`src/rtl/alu_req_sequencer.sv`:
```
// alu_req_sequencer: buffers ALU operation requests in a small circular FIFO
// (valid/ready on the input side) and issues them onto registered ALU inputs,
// one issue per ce-enabled cycle.
// Optional feature macro: ALU_SPLIT_ISSUE_EN -- when defined, requests with
// inp_valid=11 are split into an opa beat (01), GAP idle beats (00) and an
// opb beat (10).
module alu_req_sequencer #(
  parameter int DATA_WIDTH = 8,
  parameter int CMD_WIDTH  = 4,
  parameter int DEPTH      = 4,
  parameter int GAP        = 2
) (
  input  logic                    clk,
  input  logic                    rst,
  input  logic                    ce,
  input  logic                    in_valid,
  output logic                    in_ready,
  input  logic [DATA_WIDTH-1:0]   in_opa,
  input  logic [DATA_WIDTH-1:0]   in_opb,
  input  logic                    in_cin,
  input  logic                    in_mode,
  input  logic [CMD_WIDTH-1:0]    in_cmd,
  input  logic [1:0]              in_inp_valid,
  output logic [DATA_WIDTH-1:0]   opa,
  output logic [DATA_WIDTH-1:0]   opb,
  output logic                    cin,
  output logic                    mode,
  output logic [CMD_WIDTH-1:0]    cmd,
  output logic [1:0]              inp_valid,
  output logic                    busy,
  output logic [$clog2(DEPTH):0]  count
);

  localparam int PW = $clog2(DEPTH);

  // Elaboration-time parameter legality
  if ((DEPTH < 2) || ((DEPTH & (DEPTH - 1)) != 0)) begin : g_bad_depth
    $fatal(1, "alu_req_sequencer: DEPTH must be a power of two >= 2");
  end
  if ((GAP < 0) || (GAP > 14)) begin : g_bad_gap
    $fatal(1, "alu_req_sequencer: GAP must be in 0..14");
  end

  typedef struct packed {
    logic [DATA_WIDTH-1:0] opa;
    logic [DATA_WIDTH-1:0] opb;
    logic                  cin;
    logic                  mode;
    logic [CMD_WIDTH-1:0]  cmd;
    logic [1:0]            inp_valid;
  } req_t;

`ifdef ALU_SPLIT_ISSUE_EN
  typedef enum logic [1:0] {S_IDLE, S_GAP, S_SECOND} state_t;
`else
  typedef enum logic [0:0] {S_IDLE} state_t;
`endif

  req_t          mem [DEPTH];
  logic [PW-1:0] wr_ptr;
  logic [PW-1:0] rd_ptr;
  req_t          head;
  req_t          in_req;
  logic          push;
  logic          pop;
  logic          empty;

  state_t                state, state_next;
  logic [DATA_WIDTH-1:0] opa_next, opb_next;
  logic                  cin_next, mode_next;
  logic [CMD_WIDTH-1:0]  cmd_next;
  logic [1:0]            inp_valid_next;

`ifdef ALU_SPLIT_ISSUE_EN
  logic [3:0]            gap_cnt, gap_next;
  logic [DATA_WIDTH-1:0] pend_opb, pend_opb_next;
`endif

  assign in_req   = '{opa: in_opa, opb: in_opb, cin: in_cin, mode: in_mode,
                      cmd: in_cmd, inp_valid: in_inp_valid};
  assign head     = mem[rd_ptr];
  assign empty    = (count == '0);
  assign in_ready = (count < (PW+1)'(DEPTH));
  assign push     = in_valid && in_ready;
  assign busy     = !empty || (state != S_IDLE);

  // FIFO storage write (data array needs no reset)
  always_ff @(posedge clk) begin
    if (push) mem[wr_ptr] <= in_req;
  end

  // FIFO pointers and occupancy; pointers wrap naturally at DEPTH
  always_ff @(posedge clk) begin
    if (rst) begin
      wr_ptr <= '0;
      rd_ptr <= '0;
      count  <= '0;
    end else begin
      if (push) wr_ptr <= wr_ptr + 1'b1;
      if (pop)  rd_ptr <= rd_ptr + 1'b1;
      case ({push, pop})
        2'b10:   count <= count + 1'b1;
        2'b01:   count <= count - 1'b1;
        default: count <= count;
      endcase
    end
  end

  // Next-state, pop decision and next ALU-side output values
  always_comb begin
    state_next     = state;
    pop            = 1'b0;
    opa_next       = opa;
    opb_next       = opb;
    cin_next       = cin;
    mode_next      = mode;
    cmd_next       = cmd;
    inp_valid_next = inp_valid;
`ifdef ALU_SPLIT_ISSUE_EN
    gap_next       = gap_cnt;
    pend_opb_next  = pend_opb;
`endif
    if (ce) begin
      unique case (state)
        S_IDLE: begin
          if (!empty) begin
            pop            = 1'b1;
            opa_next       = head.opa;
            opb_next       = head.opb;
            cin_next       = head.cin;
            mode_next      = head.mode;
            cmd_next       = head.cmd;
            inp_valid_next = head.inp_valid;
`ifdef ALU_SPLIT_ISSUE_EN
            if (head.inp_valid == 2'b11) begin
              opb_next       = '0;
              inp_valid_next = 2'b01;
              pend_opb_next  = head.opb;
              gap_next       = 4'(GAP);
              state_next     = (GAP == 0) ? S_SECOND : S_GAP;
            end
`endif
          end else begin
            inp_valid_next = 2'b00;
          end
        end
`ifdef ALU_SPLIT_ISSUE_EN
        S_GAP: begin
          inp_valid_next = 2'b00;
          gap_next       = gap_cnt - 1'b1;
          if (gap_cnt == 4'd1) state_next = S_SECOND;
        end
        S_SECOND: begin
          opb_next       = pend_opb;
          inp_valid_next = 2'b10;
          state_next     = S_IDLE;
        end
`endif
        default: state_next = S_IDLE;
      endcase
    end
  end

  // State register and registered ALU-side outputs
  always_ff @(posedge clk) begin
    if (rst) begin
      state     <= S_IDLE;
      opa       <= '0;
      opb       <= '0;
      cin       <= 1'b0;
      mode      <= 1'b0;
      cmd       <= '0;
      inp_valid <= 2'b00;
`ifdef ALU_SPLIT_ISSUE_EN
      gap_cnt   <= '0;
      pend_opb  <= '0;
`endif
    end else begin
      state     <= state_next;
      opa       <= opa_next;
      opb       <= opb_next;
      cin       <= cin_next;
      mode      <= mode_next;
      cmd       <= cmd_next;
      inp_valid <= inp_valid_next;
`ifdef ALU_SPLIT_ISSUE_EN
      gap_cnt   <= gap_next;
      pend_opb  <= pend_opb_next;
`endif
    end
  end

endmodule

```
`config.mk`:
```
export PLATFORM = sky130hd
export DESIGN_NAME = alu_req_sequencer
export DESIGN_NICKNAME = d
export VERILOG_FILES = /design/src/rtl/alu_req_sequencer.sv
export SDC_FILE = /design/constraint.sdc
export NUM_CORES = 1
export LEC_CHECK = 0
export CORE_ASPECT_RATIO = 1.2
export CORE_MARGIN = 2
export CORE_UTILIZATION = 36
export CTS_CLUSTER_SIZE = 40
export DETAILED_ROUTE_END_ITERATION = 12
export DONT_BUFFER_PORTS = 1
export PLACE_DENSITY = 0.56
export SLEW_MARGIN = 25
export SYNTH_ARGS = -nofsm -noshare
export SYNTH_HDL_FRONTEND = slang
export SYNTH_SLANG_ARGS = --single-unit
```
`constraint.sdc`:
```
create_clock -name clk -period 1.9 [get_ports clk]
set_input_delay 0.38 -clock clk [delete_from_list [all_inputs] [get_ports clk]]
set_output_delay 0.38 -clock clk [all_outputs]
set_load 0.01 [all_outputs]
```
==> results.ini, run 1 <==
[status]
status=completed

[drt]
drc=0
wirelength_mm=8.51
wl_met2_mm=4.58
wl_per_cell_um=19.5
drt_first_iter_violations=83
firstDrtPassIters=6
drt-vias-per-instance=4.96
met1_length_mm=3.18
top_layer=met4
wl_met3_um=618
vias=2168
ant_nets=0

[floorplan]
core_area_um2=12700
ioPinCount=57
fp-row-count=45
die_w_um=108
fp.dieH_um=129
die_area_um2=14000
initial_core_util_pct=37.1

[global_routing]
grt_pass1_vias=2383
grt_pass1_wl_mm=12.9
grt_overflow=0
track_usage_pct=13.2
antenna_found_initial=0
grt_max_degree=23

[yosys]
ys_types=26
synth-compound-area-share_pct=5.28
async_reset_ff_share_pct=0
synthAdderAreaFrac_pct=1.75
synth-xor-area-share_pct=0.743
yosys_warnings=0
ys_top_cells_by_area=edfxtp_1 61%, dfxtp_1 14%, mux4_2 9.6%, a22o_1 4.1%, mux4_1 2.2%
ys_seq_area_share_pct=75.1
synth_cells=236
netlist_area_um2=4720
synth_common_cells=96 x edfxtp_1, 33 x dfxtp_1, 22 x a22o_1
ys_seq_elements=129
synth_edf_count=96
synth.net_count=270
yosys.area_share.simple_pct=2.33
post_synth.cell_area_avg_um2=20.0
synth_top_family_by_area=multiplexers
dominantRegCellSynth=edfxtp_1
synth_top_area_cell=edfxtp_1
synth.top_cell.area_share_pct=61.1
synth_mux_area_share_pct=12.0
yosys.cell_count.top_type=edfxtp_1

[timing]
rsz0062_at_grt=false
finalHoldViolations=0
max_slew_margin_pct=58.4
period_share_pct=93.2
skew_ns=0.00749
fmax_ghz=0.565
setup_viol=0
report.final.slew_viol_count=0
tightest_slew_ns=0.622
setup_tns_ns=0
period_needed_ns=1.77

[placed_design]
gp_congestion=0.732
dpl.hpwl_mm=5.17
portBuffers=0

[setup_path]
start_kind=register
required_ns=2.23
rrSetupSlack_ns=0.13
end_kind=register
crit_type=register to register
crit_arrival_ns=2.10
crit_fanout=2

[cells_and_area]
insertedDiodeCount=0
layout-drive-gt1-share_pct=25.6
nets=294
area_delta_synth_final_pct=17.6

[power]
power.density_nw_per_um2=1520
total_power_mw=8.40
peakVddDrop_v=0.000541
leakage_nw=1.87

[clock_network]
root_buffer=clkbuf_16
cts_sinks=129
clk_pin_slew_ns=0.05
htreeDepth=4
postCtsSetupBuffers=0
cts_buffers=17
insertion_delay_ns=0.40
cts_tree=done
clockBufferDepth=2

[hold_path]
hp-class=input port to register

[job]
max-cap-violations=0

==> what timing repair did <==
item	CTS	global route
endpoints found under the setup margin	0	1
hold buffers	0	0
hold endpoints to repair	0	0
gates resized for setup	0	1
==> report_power, final <==
part           internal (mW)  switching, mW  leakage (nW)
Combinational          0.769          0.776         0.445
Clock                   1.99           1.06         0.272
Sequential              3.52          0.289          1.15
Total                   6.28           2.13          1.87
==> worst paths after layout <==
check	start	end	depth (start not counted)
max	count[0]	count[2]	8
min	rst	count[2]	1
max reg2reg	count[0]	count[2]	8
min reg2reg	rd_ptr[1]	rd_ptr[1]	2
==> through the flow <==
step	util (%)	setup WS (ns)	hold slack [ns]	std cells	area, um^2
after floorplan	-	0.0315	0.459	236	4720
after global placement	39.1	0.118	0.446	405	4970
after detailed placement	39.1	0.0993	0.447	405	4980
after CTS	43.5	0.102	0.0110	437	5540
after global routing	43.6	0.0337	0.0183	437	5540
final	43.6	0.130	0.0366	437	5540
==> flip-flops by register name (all words and copies together) (netlist names), named ones only <==
| signal | count |
|---|---|
| cmd | 4 |
| cin | 1 |
| opa | 8 |
| rd_ptr | 2 |
| count | 3 |
| wr_ptr | 2 |
| inp_valid | 2 |
| mode | 1 |
| opb | 8 |
| mem | 96 |
==> worst max-delay path, cell delays in order (launching register included) <==
cell and delay, ns:
dfxtp_1 0.37, o31ai_4 0.09, inv_2 0.07, ha_2 0.18, inv_1 0.06, fa_2 0.33
xor2_1 0.15, or3_1 0.30, a21oi_1 0.14
==> cell type report <==
type	count	area, um^2
clock buffers	26	479
clock inverters	6	82.6
fillers	1124	7180
inverters	9	33.8
multi-input cells	86	1050
flip-flops and latches	129	3550
well taps	164	205
repair buffers	17	140
==> cells by family (layout without fill, tap and decap cells) <==
| kind of cell | Yosys count | after routing |
|---|---|---|
| AND/OR/NAND/NOR | 21 | 21 |
| XOR/XNOR | 4 | 4 |
| multiplexers | 25 | 25 |
| adder cells (fa/ha/maj) | 6 | 6 |
| flip-flops | 129 | 129 |
| buffers and inverters | 21 | 58 |
| AO/OA/AOI/OAI | 30 | 30 |
==> routing by layer <==
metal / track usage, % / vias to the layer above
li1: - / 983
met1: 13.2 / 1129
met2: 22.9 / 46
met3: 6.44 / 10
met4: 6.11 / 0
met5: 0 / -
==> cells in the final DEF (no fill, tap or decap), types with 2 or more instances in the layout <==
cell type | Yosys | final
or3_1 | 2 | 2
mux4_2 | 20 | 20
clkbuf_1 | 4 | 7
bufinv_16 | 0 | 2
nor2_1 | 10 | 9
dfxtp_1 | 33 | 31
buf_4 | 2 | 16
edfxtp_1 | 96 | 96
nor2b_1 | 3 | 3
clkbuf_16 | 0 | 17
xor2_1 | 2 | 2
inv_1 | 8 | 8
a22o_1 | 22 | 22
o21ai_0 | 2 | 2
mux4_1 | 4 | 4
and2_1 | 4 | 4
xnor2_1 | 2 | 2
a21oi_1 | 5 | 5
ha_1 | 5 | 4
clkbuf_8 | 0 | 2
nor2_4 | 1 | 2
clkinv_2 | 0 | 3
Note: power is estimated with default switching activity, not from simulation.
==> inputs of run 2 (changes only) <==
- PLACE_DENSITY: 0.56 -> unset
- PLACE_DENSITY_LB_ADDON: unset -> 0.2
==> results.ini, run 2 (synthesis gave the netlist of run 1 again) <==
[status]
status=completed

[setup_path]
ff2ff_path_depth=8
path_cells=nor2b_1, inv_1, ha_2, inv_1, fa_2, xor2_1, or3_1, a21oi_1
cp_common_cell=inv_1
crit_fanout=6
end_kind=register
required_ns=2.22
cp_slowest_cell=dfxtp_4
rrSetupSlack_ns=0.14
slowest_delay_ns=0.39
crit_family=adder cells
crit_type=register to register
crit_arrival_ns=2.09
r2r_start=count[2]
r2r_end=count[2]
start_kind=register
critPathBufInv=2

[drt]
wirelength_mm=8.62
drt-vias-per-instance=4.99
drt_first_iter_violations=101
drc=0
ant_nets=0
vias=2165
wl_per_cell_um=19.9
firstDrtPassIters=4

[power]
power.density_nw_per_um2=1550
netSwitchingFraction_pct=25.0
leakage_nw=1.90
p_clk_share_pct=38.1
p_sw_mw=2.19
p_int_mw=6.58
peakVddDrop_v=0.000639
seqPwrFrac_pct=43.9
p_comb_share_pct=18.0

[cells_and_area]
nFillCells=1123
nets=291
largestRegisters=mem x96, opa x8, opb x8
final_common_cell=edfxtp_1
area_delta_synth_final_pct=19.8
fin_cells=434
layout-drive-gt1-share_pct=25.9
largest-register=mem
insertedDiodeCount=0
largest_reg_flops=96
layout_common_cells=96 x edfxtp_1, 31 x dfxtp_1, 22 x a22o_1

[clock_network]
cts_buffers=17
htreeDepth=4
cts_sinks=129
clk_pin_slew_ns=0.05
root_buffer=clkbuf_16
insertion_delay_ns=0.40
cts_tree=done
clockBufferDepth=2

[floorplan]
die_w_um=108
core_area_um2=12700
die_area_um2=14000
fp-row-count=45
ioPinCount=57
fp.dieH_um=129
initial_core_util_pct=37.1

[hold_path]
worstHoldStart=rst
min_delay_path_depth=1
hp-class=input port to register
hold_end=count[2]

[placed_design]
dpl.hpwl_mm=4.98
portBuffers=0
gp_congestion=0.737
dpl.cell_count=402

[timing]
tightest_slew_ns=0.616
report.final.slew_viol_count=0
fmax_ghz=0.568
finalHoldViolations=0
skew_ns=0.00679
rsz0062_at_grt=false
setup_viol=0
max_slew_margin_pct=58.8
period_needed_ns=1.76
period_share_pct=92.7
setup_tns_ns=0

[global_routing]
grt_overflow=0
track_usage_pct=13.6
grt_pass1_vias=2317
grt_max_degree=25
grt_pass1_wl_mm=13.3
antenna_found_initial=0

[job]
max-cap-violations=0

==> run 2: worst reg2reg max path, delay by kind of cell (launching register included) <==
family                     cells  cell delay [ns]
buffers and inverters          2             0.11
DFF                            1             0.39
AOI/OAI and AO/OA              1             0.14
xor gates and xnor gates       1             0.16
and+or+nand+nor                2             0.39
adders and majority gates      2             0.51
==> run 2: final cells by class <==
type	count	area, um^2	share of cell area (%)
clock buffers	21	450	7.97
clock inverters	11	164	2.90
inverters	9	33.8	0.598
repair buffers	14	193	3.41
well taps	164	205	3.63
multi-input cells	86	1050	18.7
flip-flops and latches	129	3550	62.8
==> run 2: what timing repair did <==
| item | CTS | global route |
|---|---|---|
| gates resized for setup | 0 | 1 |
| hold buffers | 0 | 0 |
| endpoints found under the setup margin | 0 | 1 |
| setup buffers | 0 | 0 |
==> run 2: metal layers <==
metal  GRT usage [%]  wire length, um  vias up
met5               0                0        -
li1                -                -      985
met4            6.18              107        0
met1            14.7             3510     1120
met2            22.1             4360       49
met3            7.09              643       11
==> run 2: how the worst max path moves through the flow <==
stage                     startpoint  slack, ns        to  depth (start not counted)
final                       count[2]       0.14  count[2]                          8
after global routing        count[1]       0.02  count[2]                          8
after CTS                   count[2]       0.08  count[2]                          8
after detailed placement    in_valid       0.08  count[2]                          8
after global placement      in_valid       0.11  count[2]                          8
after floorplan             in_valid       0.03  count[2]                          9
==> run 2: per-stage QoR <==
stage	setup slack [ns]	cell area [um^2]	hold WS [ns]	utilization, %	power, mW
6_report	0.138	5650	0.0421	44.4	8.77
5_1_grt	0.0230	5650	0.0198	44.4	9.22
4_1_cts	0.0837	5650	0.0199	44.4	8.91
3_5_place_dp	0.0819	5030	0.449	39.5	5.55
3_3_place_gp	0.109	5030	0.446	39.5	5.52
2_1_floorplan	0.0315	4720	0.459	-	5.06
==> run 2: power by group through the flow <==
stage	logic [mW]	registers [mW]	clock network [mW]
floorplan	1.25	3.80	0
global placement	1.61	3.91	0
detailed placement	1.62	3.92	0
CTS	1.62	3.87	3.42
global route	1.75	3.92	3.55
finish	1.58	3.85	3.34
==> inputs of run 3 (changes only) <==
- clock period: 1.9 -> 1.5 ns (I/O delays scaled with it)
==> results.ini, run 3 (synthesis gave the netlist of run 1 again) <==
[global_routing]
track_usage_pct=13.5
grt_pass1_wl_mm=13.4
grt_max_degree=25
grt_overflow=0
antenna_found_initial=0
grt_pass1_vias=2508

[timing]
report.final.slew_viol_count=0
rsz0062_at_grt=true
tightest_slew_ns=0.222
period_needed_ns=1.65
setup_viol=2
skew_ns=0.00509
fmax_ghz=0.605
period_share_pct=110
max_slew_margin_pct=85.2
layout_setup_ws_ns=-0.153
finalHoldViolations=11
hold-worst-slack_ns=-0.0531
setup_tns_ns=-0.264

[cells_and_area]
largest_reg_flops=96
nets=327
largestRegisters=mem x96, opa x8, opb x8
fin_area_um2=6130
largest-register=mem
fin_cells=470
layout_common_cells=96 x edfxtp_1, 29 x dfxtp_1, 24 x dlygate4sd3_1
nFillCells=1093
layout-drive-gt1-share_pct=31.0
final_util_pct=48.2
insertedDiodeCount=0
final_common_cell=edfxtp_1
area_delta_synth_final_pct=30.1

[floorplan]
die_w_um=108
ioPinCount=57
die_area_um2=14000
fp.dieH_um=129
core_area_um2=12700
fp-row-count=45
initial_core_util_pct=37.1

[power]
power.density_nw_per_um2=1910
p_int_mw=8.67
p_comb_share_pct=21.7
total_power_mw=11.7
p_sw_mw=3.03
p_clk_share_pct=37.1
peakVddDrop_v=0.000834
netSwitchingFraction_pct=25.9
leakage_nw=2.10
seqPwrFrac_pct=41.2

[hold_path]
hp-class=input port to register
min_delay_path_depth=1
worstHoldStart=rst

[drt]
drt_first_iter_violations=99
drc=0
firstDrtPassIters=4
vias=2290
wl_per_cell_um=19.0
wirelength_mm=8.93
drt-vias-per-instance=4.87
ant_nets=0

[status]
violations=hold timing, setup timing
status=finished with violations

[placed_design]
gp_congestion=0.713
portBuffers=0
dpl.hpwl_mm=5.34
placed_area_um2=5160
dpl.cell_count=409
pre_cts_slack_ns=-0.156

[setup_path]
ff2ff_path_depth=8
r2r_start=count[2]
rrSetupSlack_ns=-0.15
crit_arrival_ns=1.99
crit_fanout=4
crit_type=register to register
end_kind=register
required_ns=1.84
critPathLaunch=count[2]
start_kind=register

[clock_network]
insertion_delay_ns=0.41
cts_buffers=17
ctsHoldBuffers=24
htreeDepth=4
cts_sinks=129
cts_tree=done
root_buffer=clkbuf_16
clockBufferDepth=2
clk_pin_slew_ns=0.05

[job]
max-cap-violations=0

## run 3: cell types whose count changed in the layout (fill, tap and decap cells not counted), moves of 3 or more
cell	before	now
clkinv_2	3	0
buf_12	7	13
and2_1	4	0
and2_2	0	4
dlygate4sd3_1	0	24
inv_6	0	4
## run 3: routing by layer
layer  wire length, um  global-route usage, %  share of wire [%]  vias to the layer above
met5                 0                      0                  0                        -
met4               156                   6.56                1.7                        0
met3               488                   5.99                5.5                       11
met2              4560                   22.2                 51                       50
met1              3720                   15.0                 42                     1171
li1                  -                      -                  -                     1058
## run 3: cell type report
cell class,instances,area (um^2),area share [%]
clock buffers,18,429,7.00
clock inverters,14,204,3.32
inverters,9,33.8,0.551
multi-input cells,86,1070,17.5
flip-flops and latches,129,3550,57.9
well taps,164,205,3.34
repair buffers,50,641,10.4
## run 3: power groups by stage
stage	clock network (mW)	registers [mW]	logic (mW)
finish	4.35	4.82	2.54
floorplan	0	4.82	1.62
global route	4.60	4.88	2.77
CTS	4.46	4.83	2.43
global placement	0	4.89	2.30
detailed placement	0	4.90	2.32
## run 3: worst paths after layout
path,to
worst max-delay path,count[2]
worst min register to register,register
worst min-delay path,count[2]
worst max register to register,count[2]
## run 3: critical path, cell delays in order (launching register included)
cell and delay, ns:
dfxtp_4 0.37, o31ai_4 0.08, inv_2 0.08, ha_4 0.13, inv_2 0.03, fa_2 0.32, xor2_1 0.15, or3_1 0.30
a21oi_1 0.12
## run 3: what timing repair did
| action | 4_1_cts | 5_1_grt |
|---|---|---|
| pin swaps | 1 | 2 |
| setup buffers | 2 | 1 |
| setup endpoints to repair | 2 | 24 |
| endpoints found under the hold margin | 107 | 11 |
| gates cloned | 0 | 3 |
| resized for setup | 0 | 3 |
